File: src/rtl/chain_code_pkg.sv
// Shared constants, state encoding and direction helpers for the chain-code
// encoder/decoder pair.
package chain_code_pkg;

    localparam int COORD_W = 6;
    localparam int PERIM_W = 9;
    localparam int CODE_W  = 8;
    localparam int ADDR_W  = 2 * COORD_W;

    localparam logic [PERIM_W-1:0] PERIM_MAX = '1;
    localparam logic [CODE_W-1:0]  END_CODE  = 8'hFF;

    // Freeman directions, row index grows downward
    localparam logic [2:0] DIR_E  = 3'd0;
    localparam logic [2:0] DIR_NE = 3'd1;
    localparam logic [2:0] DIR_N  = 3'd2;
    localparam logic [2:0] DIR_NW = 3'd3;
    localparam logic [2:0] DIR_W  = 3'd4;
    localparam logic [2:0] DIR_SW = 3'd5;
    localparam logic [2:0] DIR_S  = 3'd6;
    localparam logic [2:0] DIR_SE = 3'd7;

    typedef enum logic [2:0] {
        IDLE,
        EMIT_START,
        RUN,
        DONE,
        ERR
    } state_t;

    function automatic logic signed [1:0] dir_dx(input logic [2:0] dir);
        case (dir)
            DIR_E, DIR_NE, DIR_SE: dir_dx = 2'sb01;
            DIR_NW, DIR_W, DIR_SW: dir_dx = 2'sb11;
            default:               dir_dx = 2'sb00;
        endcase
    endfunction

    function automatic logic signed [1:0] dir_dy(input logic [2:0] dir);
        case (dir)
            DIR_NE, DIR_N, DIR_NW: dir_dy = 2'sb11;
            DIR_SW, DIR_S, DIR_SE: dir_dy = 2'sb01;
            default:               dir_dy = 2'sb00;
        endcase
    endfunction

endpackage

File: src/rtl/chain_code_step.sv
// Single Freeman step: next coordinate plus a flag when the step would leave
// the IMG_W x IMG_W image.
module chain_code_step
    import chain_code_pkg::*;
#(
    parameter int IMG_W = 64
) (
    input  logic [COORD_W-1:0] x,
    input  logic [COORD_W-1:0] y,
    input  logic [2:0]         dir,
    output logic [COORD_W-1:0] nx,
    output logic [COORD_W-1:0] ny,
    output logic               out_of_bounds
);

    localparam logic signed [COORD_W+1:0] LIMIT = (COORD_W+2)'(IMG_W);

    logic signed [1:0]         dx;
    logic signed [1:0]         dy;
    logic signed [COORD_W+1:0] sx;
    logic signed [COORD_W+1:0] sy;

    // Two guard bits let both underflow (negative) and overflow be detected
    always_comb begin
        dx = dir_dx(dir);
        dy = dir_dy(dir);
        sx = $signed({2'b00, x}) + $signed({{COORD_W{dx[1]}}, dx});
        sy = $signed({2'b00, y}) + $signed({{COORD_W{dy[1]}}, dy});
        out_of_bounds = sx[COORD_W+1] || sy[COORD_W+1] || (sx >= LIMIT) || (sy >= LIMIT);
        nx = sx[COORD_W-1:0];
        ny = sy[COORD_W-1:0];
    end

endmodule

File: src/rtl/chain_code_decoder.sv
// Freeman chain-code decoder: traces a chain from a start pixel and emits one
// bitmap write per accepted direction code.
module chain_code_decoder
    import chain_code_pkg::*;
#(
    parameter int                IMG_W    = 64,
    parameter logic [CODE_W-1:0] END_CODE = chain_code_pkg::END_CODE
) (
    input  logic               clk,
    input  logic               reset,
    input  logic               start,
    input  logic [COORD_W-1:0] startX,
    input  logic [COORD_W-1:0] startY,
    input  logic [CODE_W-1:0]  code,
    input  logic               code_valid,
    output logic               code_ready,
    output logic [COORD_W-1:0] pix_x,
    output logic [COORD_W-1:0] pix_y,
    output logic               pix_valid,
    output logic [ADDR_W-1:0]  wr_addr,
    output logic [PERIM_W-1:0] perimeter,
    output logic               closed,
    output logic               done,
    output logic               error
);

    state_t             state;
    logic [COORD_W-1:0] org_x;
    logic [COORD_W-1:0] org_y;
    logic [COORD_W-1:0] step_x;
    logic [COORD_W-1:0] step_y;
    logic               step_oob;
    logic               is_dir;
    logic               is_end;

    chain_code_step #(
        .IMG_W(IMG_W)
    ) u_step (
        .x            (pix_x),
        .y            (pix_y),
        .dir          (code[2:0]),
        .nx           (step_x),
        .ny           (step_y),
        .out_of_bounds(step_oob)
    );

    assign is_end  = (code == END_CODE);
    assign is_dir  = (code[CODE_W-1:3] == '0);
    assign wr_addr = {pix_y, pix_x};

    always_ff @(posedge clk or negedge reset) begin
        if (!reset) begin
            state      <= IDLE;
            org_x      <= '0;
            org_y      <= '0;
            pix_x      <= '0;
            pix_y      <= '0;
            pix_valid  <= 1'b0;
            code_ready <= 1'b0;
            perimeter  <= '0;
            closed     <= 1'b0;
            done       <= 1'b0;
            error      <= 1'b0;
        end else begin
            pix_valid <= 1'b0;
            case (state)
                IDLE, DONE, ERR: begin
                    if (start) begin
                        org_x     <= startX;
                        org_y     <= startY;
                        pix_x     <= startX;
                        pix_y     <= startY;
                        pix_valid <= 1'b1;
                        perimeter <= '0;
                        closed    <= 1'b0;
                        done      <= 1'b0;
                        error     <= 1'b0;
                        state     <= EMIT_START;
                    end
                end
                EMIT_START: begin
                    code_ready <= 1'b1;
                    state      <= RUN;
                end
                RUN: begin
                    // code_ready is high in RUN, so code_valid alone marks a transfer
                    if (code_valid) begin
                        if (is_end) begin
                            done       <= 1'b1;
                            closed     <= (pix_x == org_x) && (pix_y == org_y);
                            code_ready <= 1'b0;
                            state      <= DONE;
                        end else if (!is_dir || step_oob || (perimeter == PERIM_MAX)) begin
                            error      <= 1'b1;
                            code_ready <= 1'b0;
                            state      <= ERR;
                        end else begin
                            pix_x     <= step_x;
                            pix_y     <= step_y;
                            pix_valid <= 1'b1;
                            perimeter <= perimeter + PERIM_W'(1);
                        end
                    end
                end
                default: begin
                    code_ready <= 1'b0;
                    state      <= IDLE;
                end
            endcase
        end
    end

endmodule
File: config.mk
export PLATFORM = sky130hd
export DESIGN_NAME = chain_code_decoder
export DESIGN_NICKNAME = d
export VERILOG_FILES = /design/src/rtl/chain_code_pkg.sv /design/src/rtl/chain_code_step.sv /design/src/rtl/chain_code_decoder.sv
export SDC_FILE = /design/constraint.sdc
export NUM_CORES = 1
export LEC_CHECK = 0
export ABC_AREA = 1
export CAP_MARGIN = 40
export CORE_MARGIN = 3
export CORE_UTILIZATION = 55
export CTS_CLUSTER_DIAMETER = 80
export DETAILED_ROUTE_END_ITERATION = 12
export GPL_TIMING_DRIVEN = 0
export PLACE_DENSITY = 0.86
export SLEW_MARGIN = 30
export SYNTH_ARGS = -nofsm -noshare
export SYNTH_HDL_FRONTEND = slang
export SYNTH_SLANG_ARGS = --single-unit
File: constraint.sdc
create_clock -name clk -period 5.9 [get_ports clk]
set_clock_uncertainty 0.15 [all_clocks]
set_input_delay 1.77 -clock clk [delete_from_list [all_inputs] [get_ports clk]]
set_output_delay 1.77 -clock clk [all_outputs]
set_load 0.03 [all_outputs]
==> summary.md <==
| Metric | Value |
|---|---|
| Post-synth top area cell | `dfrtp_1` |
| R2R cell count | `12` |
| Fmax | `0.2301 GHz` |
| Initial antenna violation count | `0` |
| Min Tclk post-route | `4346 ps` |
| Starting Density | `58.26%` |
| Flops & latches, synth | `41` |
| CTS tree | `done` |
| Worst setup SP type | `primary input` |
| Worst slew margin | `61.54%` |
| Critical path peak fanout | `10` |
| Gr usage total | `25.11%` |
| Root buffer cell | `clkbuf_8` |
| Avg Inst Size Synth | `7.051 um2` |
| Layout Area Growth over Synthesis | `28.49%` |
| Clock transition at path regs | `80 ps` |
| VDD IR max | `343.6 uV` |
| Worst Setup EP | `pix_y[3]$_DFFE_PN0P_` |
| Drt drc | `0` |
| Synth Instances | `398` |
| RR Endpoint | `pix_y[3]$_DFFE_PN0P_` |
| LEAKAGE | `0.001807 uW` |
| Fin. Hold Viols | `0` |
| Routed WL | `7.222 mm` |
| Die ar. | `0.005995 mm2` |
| Nature of the critical path endpoint | `register` |
| Final setup vio count | `0` |
| Vias in the first global route | `2742` |
| Status | `complete, no violations` |
| Post-CTS sizing | `0` |
| IO Count | `62` |
| Clock latency on the worst-skew pair | `300 ps` |
| Mapped Area | `0.002806 mm2` |
| Syn nets | `428` |
| Grt ovf | `0` |
| Crit share post-route | `73.66%` |
| Core footprint | `0.004817 mm2` |
| Sequential fraction of the synthesis area | `36.56%` |
| H-Tree Depth | `2` |
| Post-synthesis cell type count | `33` |
| Vias/cell | `5.258` |
| Die width | `77.43 um` |
| Top post-synthesis cells by area | `dfrtp_1, nand2_1, nand3_1, inv_1, xor2_1` |
| Total Neg Setup Slack | `0 ps` |
| Worst EP arrival | `4380 ps` |
| Worst-Margin Slew | `573.4 ps` |
| Synth warn | `0` |
| Placed cells | `527` |
| Largest net degree at the start of global routing | `24` |
| Synth Flop Type | `dfrtp_1` |
| CTS Hold Bufs | `0` |
| CP startpoint | `code[1]` |
| CTS Sinks | `41` |
| Dpl cell area | `0.003523 mm2` |
| Maxcap violations | `0` |
| Final ANT Viol Nets | `0` |
| R2r setup slk | `2970 ps` |
| Hold WS | `324.3 ps` |
| Hold Path Class | `reg2reg` |
| Unrepaired setup endpoints after global routing | `false` |
| CP required | `5940 ps` |
| Input/output buffers | `61` |
| Antenna fix cells | `0` |
| Design area | `0.003606 mm2` |
| Buffer levels on the longest clock path | `2` |
| First DRT Iteration DRCs | `142` |
| Nets | `497` |
| Fin. max-slew vios | `0` |
| Critical path class | `in2reg` |
| CTS Buf Count | `5` |
| GPL Wtd Cong | `0.9200` |
| Global-route wire length before repair | `12.21 mm` |
| Final non-filler cell total | `535` |
| Die Height | `77.43 um` |
| Fraction of layout cells with a size suffix above 1 | `9.615%` |
| Via Count | `2813` |
| Post-synth ARST share | `100.0%` |
| Pwr Density | `532.1 mW/mm2` |
| Final core utilization | `74.86%` |
| EDFF count, synth | `0` |
| Row count | `25` |
| HPWL Detailed | `5.407 mm` |
| Setup bufs post-CTS | `0` |
| WL per Instance | `13.50 um` |
| Top-area cell type share of the netlist area | `36.56%` |
| Drt first pass iters | `5` |
| Reg2reg start | `perimeter[0]$_DFFE_PN0P_` |
-- cells by family (layout without fill, tap and decap cells) --
| family | Yosys count | after routing | synth area share, % |
|---|---|---|---|
| buffers and inverters | 69 | 139 | 11.68 |
| XOR/XNOR | 20 | 20 | 6.242 |
| AO/OA/AOI/OAI | 43 | 43 | 8.649 |
| adder cells (fa/ha/maj) | 6 | 6 | 2.675 |
| flip-flops | 41 | 41 | 36.56 |
| AND/OR/NAND/NOR | 219 | 219 | 34.20 |
-- cells in the mapped netlist, types with 2 or more instances --
cell type	n
a41oi_1	2
dfrtp_1	41
nand3_1	42
nor4_1	6
clkbuf_1	5
xor2_1	17
nor2_1	29
o21ai_0	25
a211oi_1	2
nand2_4	2
nand2_2	3
buf_4	12
a21oi_1	6
buf_6	2
ha_1	6
nand4_1	4
xnor2_1	3
inv_2	3
o22ai_1	5
nand2_1	123
buf_2	7
nand3_2	2
or2_2	2
inv_1	40
-- cell usage in the layout (no fill, tap or decap), types with 8 or more instances in the layout --
cell / Yosys / layout
nand2_1: 123 / 123
clkdlybuf4s50_1: 0 / 60
nand3_1: 42 / 42
dfrtp_1: 41 / 41
inv_1: 40 / 40
nor2_1: 29 / 29
o21ai_0: 25 / 25
xor2_1: 17 / 17
buf_4: 12 / 12
buf_2: 7 / 8
-- power by group --
group          switching, uW  internal [uW]  total [uW]
logic                    732            482        1210
clock network            100           82.2         182
registers                129            394         522
total                    961            957        1920
-- routing by layer --
layer,vias to the layer above,routed length (um),GRT usage [%]
li1,1405,-,-
met1,1309,3175,32.69
met2,88,3515,41.54
met3,11,428,3.944
met4,0,103,10.50
met5,-,0,0
-- metrics by stage --
stage	power, uW	setup WS [ps]
finish	1919	1554
global route	2070	1322
CTS	1913	1586
detailed placement	1729	1283
global placement	1700	1356
floorplan	1329	2263
-- critical path: stages --
cell and delay, ps:
clkdlybuf4s50_1 530, o21ai_1 240, buf_2 250, xor2_1 90, ha_1 210, inv_1 70
nor4_1 50, a211oi_1 530, nand3_2 220, buf_2 260, nand3_1 100, nand2_1 60
-- registers in the layout, summed over array words and instances (netlist names) --
signal / cells
state: 3
code_ready: 1
perimeter: 9
pix_x: 6
error: 1
closed: 1
org_x: 6
done: 1
pix_valid: 1
org_y: 6
pix_y: 6
-- worst min-delay path by stage --
stage | from | to | slack (ps) | cells after the start
2_1_floorplan | state[1]$_DFFE_PN0P_ | state[1]$_DFFE_PN0P_ | 290 | 2
3_3_place_gp | state[1]$_DFFE_PN0P_ | state[1]$_DFFE_PN0P_ | 310 | 2
3_5_place_dp | state[1]$_DFFE_PN0P_ | state[1]$_DFFE_PN0P_ | 310 | 2
4_1_cts | state[1]$_DFFE_PN0P_ | state[1]$_DFFE_PN0P_ | 330 | 2
5_1_grt | org_x[2]$_DFFE_PN0P_ | org_x[2]$_DFFE_PN0P_ | 380 | 2
6_report | state[1]$_DFFE_PN0P_ | state[1]$_DFFE_PN0P_ | 320 | 2
-- area by class of cell --
class,instances,area [um2]
Tap cell,67,83.83
Timing Repair Buffer,62,633.1
Multi-Input combinational cell,288,1453
Clock inverter,2,10.01
Inverter,43,161.4
Clock buffer,6,72.57
Buffer,26,166.4
Fill cell,404,1211
Sequential cell,41,1026
No activity file was read; power rests on OpenSTA's default activity.
